===== src/rtl/dmem_pkt_reader.sv =====
// Reads a contiguous window of the 256 x 64 data memory and emits it as one
// packet (header word + body words) on the out_data/out_ctrl/out_wr/out_rdy egress.
module dmem_pkt_reader #(
  parameter int          DATA_WIDTH = 64,
  parameter int          CTRL_WIDTH = DATA_WIDTH / 8,
  parameter int          ADDR_WIDTH = 8,
  parameter logic [15:0] HDR_TAG    = 16'hD0D0
) (
  input  logic                  clk,
  input  logic                  reset,
  input  logic                  start,
  input  logic [ADDR_WIDTH-1:0] base_addr,
  input  logic [ADDR_WIDTH-1:0] num_words,
  output logic [ADDR_WIDTH-1:0] d_mem_addra,
  input  logic [DATA_WIDTH-1:0] d_mem_out,
  output logic [DATA_WIDTH-1:0] out_data,
  output logic [CTRL_WIDTH-1:0] out_ctrl,
  output logic                  out_wr,
  input  logic                  out_rdy,
  output logic                  busy,
  output logic                  done
);

  typedef enum logic [1:0] {
    S_IDLE,
    S_HDR,
    S_BODY,
    S_DONE
  } state_t;

  localparam logic [ADDR_WIDTH-1:0] ONE = ADDR_WIDTH'(1);

  state_t                  state, state_n;
  logic [ADDR_WIDTH-1:0]   base_q, num_q, addr_q;
  logic [ADDR_WIDTH-1:0]   iss_cnt, snt_cnt;
  logic                    inflight;
  logic                    hold_v;
  logic [DATA_WIDTH-1:0]   hold_d;
  logic                    issue;
  logic                    have_word;
  logic                    last_word;
  logic                    body_xfer;
  logic [63:0]             hdr_word;

  assign d_mem_addra = addr_q;
  assign have_word   = hold_v | inflight;
  assign last_word   = (snt_cnt == (num_q - ONE));
  assign body_xfer   = (state == S_BODY) && out_wr;
  assign hdr_word    = {HDR_TAG, 16'h0, 8'h0, 8'(base_q), 8'h0, 8'(num_q)};

  always_ff @(posedge clk or posedge reset) begin
    if (reset) state <= S_IDLE;
    else       state <= state_n;
  end

  always_comb begin
    state_n  = state;
    out_wr   = 1'b0;
    out_data = '0;
    out_ctrl = '0;
    issue    = 1'b0;
    busy     = 1'b0;
    done     = 1'b0;
    case (state)
      S_IDLE: begin
        if (start) state_n = (num_words == '0) ? S_DONE : S_HDR;
      end
      S_HDR: begin
        busy = 1'b1;
        // base_addr sits on the address bus throughout HDR; it counts as issued
        // only in the cycle the header leaves, so its data lands in BODY.
        if (out_rdy) begin
          out_wr   = 1'b1;
          out_data = DATA_WIDTH'(hdr_word);
          out_ctrl = CTRL_WIDTH'(8'hFF);
          issue    = 1'b1;
          state_n  = S_BODY;
        end
      end
      S_BODY: begin
        busy = 1'b1;
        if (out_rdy && have_word) begin
          out_wr   = 1'b1;
          out_data = hold_v ? hold_d : d_mem_out;
          out_ctrl = last_word ? CTRL_WIDTH'(8'h80) : CTRL_WIDTH'(8'h00);
          if (last_word) state_n = S_DONE;
        end
        // Next read only when every buffered word drains this cycle, so the
        // returning data always has the holding register free.
        if ((iss_cnt != num_q) && (!have_word || (out_wr && !(hold_v && inflight))))
          issue = 1'b1;
      end
      S_DONE: begin
        done    = 1'b1;
        state_n = S_IDLE;
      end
      default: state_n = S_IDLE;
    endcase
  end

  always_ff @(posedge clk or posedge reset) begin
    if (reset) begin
      base_q   <= '0;
      num_q    <= '0;
      addr_q   <= '0;
      iss_cnt  <= '0;
      snt_cnt  <= '0;
      inflight <= 1'b0;
      hold_v   <= 1'b0;
      hold_d   <= '0;
    end else begin
      inflight <= issue;
      if (state == S_IDLE && start) begin
        base_q  <= base_addr;
        num_q   <= num_words;
        addr_q  <= base_addr;
        iss_cnt <= '0;
        snt_cnt <= '0;
      end else if (issue) begin
        addr_q  <= addr_q + ONE;
        iss_cnt <= iss_cnt + ONE;
      end
      if (body_xfer) snt_cnt <= snt_cnt + ONE;
      if (hold_v) begin
        if (body_xfer) begin
          hold_v <= inflight;
          hold_d <= d_mem_out;
        end
      end else if (inflight && !body_xfer) begin
        hold_v <= 1'b1;
        hold_d <= d_mem_out;
      end
    end
  end

endmodule


===== config.mk =====
export PLATFORM = sky130hd
export DESIGN_NAME = dmem_pkt_reader
export DESIGN_NICKNAME = d
export VERILOG_FILES = /design/src/rtl/dmem_pkt_reader.sv
export SDC_FILE = /design/constraint.sdc
export NUM_CORES = 1
export LEC_CHECK = 0
export CAP_MARGIN = 20
export CORE_MARGIN = 4
export CORE_UTILIZATION = 30
export DETAILED_ROUTE_END_ITERATION = 10
export PLACE_DENSITY_LB_ADDON = 0.1
export SLEW_MARGIN = 0
export SYNTH_ARGS = -nofsm -noshare
export SYNTH_HDL_FRONTEND = slang
export SYNTH_SLANG_ARGS = --single-unit
export TNS_END_PERCENT = 10

===== constraint.sdc =====
create_clock -name clk -period 6.3 [get_ports clk]
set_input_delay 1.575 -clock clk [delete_from_list [all_inputs] [get_ports clk]]
set_output_delay 1.575 -clock clk [all_outputs]
set_load 0.005 [all_outputs]

# Word level (Yosys, flattened, before mapping)
# Cells that the tools add are included.
# W data, S select, Z words.
[totals] output_inout_bits=83 ff_bits=108
[classes] n_reduce_logical=19 eq_ne=10 bitwise=1 n_mux=34 n_addsub=4
[ops] operator="$mux W64" count=6
[ops] operator="$pmux W64 S2" count=1
[ops] operator="$mux W8" count=9
[ops] operator="$add A8 B1 Y8 const B" count=3
[ops] operator="$pmux W8 S2" count=1
[ops] operator="$mux W2" count=5
[ops] operator="$mux W1" count=9
[ops] operator="$eq A8 B8 Y1" count=1
[ops] operator="$logic_not A8 Y1" count=1
[ops] operator="$ne A8 B8 Y1" count=1
[ops] operator="$pmux W2 S4" count=1
[ops] operator="$sub A8 B1 Y8 const B" count=1
[ops] operator="$logic_and A1 B1 Y1" count=7
[ops] operator="$ne A2 B2 Y1 const B" count=3
[ops] operator="$reduce_bool A2 Y1" count=3
[ops] operator="$eq A2 B2 Y1 const B" count=2
[ops] operator="$ne A2 B1 Y1 const B" count=2
[ops] operator="$pmux W1 S2" count=2
[ops] operator="$reduce_and A4 Y1" count=1
[ops] operator="$logic_not A1 Y1" count=3
[ops] operator="$eq A2 B1 Y1 const B" count=1
[ops] operator="$logic_not A2 Y1" count=1
[ops] operator="$reduce_and A2 Y1" count=1
[ops] operator="$reduce_or A2 Y1" count=1
[ops] operator="other kinds (2)" count=2

# Logic depth before layout (Yosys ltp)
[depth] ltp_word=11 depth_mapped=10 ltp_nobuf=8

# Worst setup path after synthesis
# No wires, ideal clock.
[synth_path] path_type="input-to-output" start="input port out_rdy" end="output port out_ctrl[1]" arrival_ps=2702 path_stages=5 slack_ps=2023 path_buffers=3 required_time_ps=4725 cell_sequence="nand3_1 -> inv_1 -> clkbuf_1 -> clkbuf_1 -> buf_4"
[synth_via] elab_chain_cells=3 elab_cells_between_ends=4 classes_between="3 x mux; 1 x reduce/logical"
[synth_lines] item="start: declaration" line="19" text="input logic out_rdy,"
[synth_lines] item="$logic_and A1 B1 Y1" line="82" text="if (out_rdy && have_word) begin"
[synth_lines] item="$mux W8" line="82"
[synth_lines] item="$pmux W8 S2 *" line="64" text="case (state)"
[synth_lines] item="end: declaration" line="17" text="output logic [CTRL_WIDTH-1:0] out_ctrl,"
# Mark *: on every way between the ends. The rest lies on a longest branch, timed or not.

# Final worst setup path
[layout_path] start="input port out_rdy" end="output port out_data[62]"
[layout_via] elab_chain_cells=3 elab_cells_between_ends=4 classes_between="3 x mux; 1 x reduce/logical"
[layout_lines] item="$logic_and A1 B1 Y1" line="82"
[layout_lines] item="$mux W64" line="82"
[layout_lines] item="$pmux W64 S2 *" line="64"
[layout_lines] item="end: declaration" line="16" text="output logic [DATA_WIDTH-1:0] out_data,"
# Marked as above.

==> impl_metrics.toml <==
[status]
status = "complete, no violations"

[timing]
tns_ps = 0
slew_headroom = 0.330
fin_crit_ps = 5550
timing.fmax_mhz = 180
period_share = 0.881
finalMaxSlewViolations = 0
finalHoldViolCount = 0
worst_pin_slew_ps = 1000
setup_viol = 0
rsz0062_at_grt = "no"
clock_skew_ps = 9.68

[logic_synthesis]
async_flop_share = 1.00
synth.net_count = 664
synth_edf_count = 0
syn_inst = 571
synth_area_per_cell_um2 = 10.5
netlist_area_um2 = 5980
synth_warnings = 0
yosys_register_bits = 108
synth_cell_types = 47
synth-main-ff-cell = "dfrtp_1"
synth_seq_area_share = 0.452

[global_routing]
grt_first_pass_wirelength_mm = 26.8
grt_start_max_net_pins = 73
overflow = 0
antenna_found_initial = 0
grt_pass1_vias = 5032
grtUsageTotal = 0.152

[critical_path]
crit_top_cell = "clkdlybuf4s50_1"
start_kind = "input port"
crit_type = "input port to primary output"
startpoint = "out_rdy"
cp_max_fo = 44
critPathMaxStageDelay_ps = 600
cp_num_buf_inv = 3
cp_data_required_time_ps = 4720
r2r_slack_ps = 2680
worstPathArrival_ps = 3980
cp_slowest_cell = "clkdlybuf4s50_1"
reg2reg_from = "hold_v$_DFF_PP0_"
end_kind = "primary output"
crit_cells = 5
r2r-end = "hold_d[63]$_DFFE_PP0P_"
reg2reg_depth = 7
path_delay_family = "buffers and inverters"
cp_cell_sequence = "clkdlybuf4s50_1 > o2111ai_4 > buf_4 > o21ai_0 > clkdlybuf4s50_1"
crit_path_end = "out_data[62]"

[floorplan]
core_um2 = 19500
pin_count = 167
dieWidth_um = 149
start_util = 0.306
placementRows = 51
fp.dieH_um = 149
dieArea_um2 = 22300

[layout]
area_growth_pct = 35.8
drive_above_1_share = 0.0694
nets = 808
n_fill_cell = 1921
seqCellArea_um2 = 2710
stdcell_area_um2 = 8130
antennaDiodeCount = 0
multi_input_area_um2 = 3030

[power_and_ir_drop]
p_sw_mw = 1.16
p_int_mw = 2.06
p_seq_frac = 0.391
swShare = 0.359
p_per_area_nw_per_um2 = 396
power_frac_comb = 0.432
p_clk_frac = 0.177
vdd_drop_max_v = 0.000180
p_leak_nw = 3.78

[drt]
drc = 0
drt_iter0_drc = 145
drt-total-wl_mm = 16.5
post_drt_wl_per_cell_um = 16.7
final_antenna_net_count = 0
via_per_inst = 4.72
first_pass_iters = 4
dr_total_vias = 4652

[cts]
cts_resized = 0
cts_buffers = 9
cts_sinks = 108
clockBufferDepth = 2
post_cts_buffers = 0
postCtsHoldBufs = 0
cts_root_buffer = "clkbuf_16"
path_clk_slew_ps = 70
cts_tree = "yes"
worst_skew_pair.late_latency_ps = 350
cts_max_level = 3

[placement]
placed_area_um2 = 7830
portBuffers = 166
place.gp.congestion = 0.802
hpwl_mm = 11.7

[hold_path]
hp-class = "flop to flop"

[run]
drv_cap = 0
how the worst min path moves through the flow:
| stage | slack (ps) | cells after the start | startpoint | endpoint |
|---|---|---|---|---|
| 6_report | 480 | 2 | base_q[0]$_DFFE_PP0P_ | base_q[0]$_DFFE_PP0P_ |
| 5_1_grt | 520 | 1 | hold_d[57]$_DFFE_PP0P_ | hold_d[57]$_DFFE_PP0P_ |
| 4_1_cts | 490 | 2 | base_q[0]$_DFFE_PP0P_ | base_q[0]$_DFFE_PP0P_ |
| 3_5_place_dp | 470 | 2 | base_q[0]$_DFFE_PP0P_ | base_q[0]$_DFFE_PP0P_ |
| 3_3_place_gp | 470 | 1 | hold_d[48]$_DFFE_PP0P_ | hold_d[48]$_DFFE_PP0P_ |
| 2_1_floorplan | 450 | 2 | base_q[6]$_DFFE_PP0P_ | base_q[6]$_DFFE_PP0P_ |
placed cells by master (no fill, tap or decap), types with 4 or more instances in the layout:
| master | netlist | layout |
|---|---|---|
| nand3_1 | 9 | 9 |
| clkbuf_16 | 0 | 9 |
| mux2i_1 | 68 | 68 |
| mux2_1 | 50 | 50 |
| nor2_1 | 55 | 55 |
| mux2_2 | 4 | 4 |
| and3_1 | 6 | 6 |
| clkdlybuf4s50_1 | 0 | 166 |
| nor4_1 | 5 | 5 |
| xor2_1 | 23 | 23 |
| dfrtp_1 | 108 | 107 |
| ha_1 | 9 | 9 |
| buf_4 | 6 | 9 |
| o21ai_0 | 45 | 45 |
| nand2_1 | 78 | 78 |
| inv_1 | 9 | 8 |
| mux2_4 | 10 | 10 |
| xnor2_1 | 10 | 10 |
cell usage after synthesis, drive strengths merged (3+ instances only):
cell type,count,area [um2]
a21oi,4,31.3
a31oi,3,18.8
and2,3,18.8
and3,6,37.5
buf,21,151
clkbuf,21,81.3
dfrtp,108,2700
ha,9,113
inv,9,33.8
mux2,64,758
mux2i,68,681
nand2,78,293
nand3,9,45.0
nor2,56,213
nor4,6,43.8
o2111ai,4,41.3
o21ai,45,225
o22ai,3,18.8
xnor2,10,87.6
xor2,23,201
layout make-up:
class                           count  area share
Clock inverter                      4     0.00370
Timing Repair Buffer              175       0.213
Sequential cell                   108       0.333
Tap cell                          265      0.0408
Multi-Input combinational cell    412       0.372
Clock buffer                       12      0.0328
Inverter                            9     0.00446
sequential cells by signal, indices dropped and copies added, names as in the netlist:
name	count
state	2
inflight	1
base_q	8
num_q	8
snt_cnt	8
iss_cnt	8
hold_v	1
d_mem_addra	8
hold_d	64
power groups by stage:
stage | sequential (mW) | combinational [mW] | clock, mW
after floorplan | 1.14 | 1.01 | 0
after global placement | 1.27 | 1.39 | 0
after detailed placement | 1.28 | 1.41 | 0
after CTS | 1.27 | 1.42 | 0.595
after global routing | 1.31 | 1.56 | 0.621
final | 1.26 | 1.39 | 0.569
layer usage:
metal | global-route usage | wire length [um] | up-vias | share of wire
li1 | - | - | 2248 | -
met4 | 0.0380 | 220 | 0 | 0.013
met1 | 0.191 | 7400 | 2285 | 0.45
met2 | 0.254 | 7990 | 105 | 0.49
met5 | 0 | 0 | - | 0
met3 | 0.0477 | 856 | 14 | 0.052
metrics by stage:
| stage | hold WS (ps) | util | setup WS, ps | power (mW) | std cells |
|---|---|---|---|---|---|
| final | 484 | 0.416 | 748 | 3.22 | 985 |
| after global routing | 516 | 0.416 | 561 | 3.48 | 985 |
| after CTS | 486 | 0.416 | 672 | 3.28 | 985 |
| after detailed placement | 467 | 0.401 | 692 | 2.69 | 969 |
| after global placement | 473 | 0.401 | 718 | 2.66 | 969 |
| after floorplan | 446 | - | 1880 | 2.15 | 571 |
cells by family after synthesis:
logic type	Yosys count	synth area share
simple gates	167	0.120
mux	132	0.240
flops	108	0.452
compound gates	70	0.0742
buf+inv	51	0.0445
xor+xnor	33	0.0483
fa+ha+maj	10	0.0205
tightest hold or removal path, cell delays in order (launching register included):
cell and delay (ps):
dfrtp_1 350, nand2_1 50, nand2_1 60
Power figures use the tool's default switching activity.
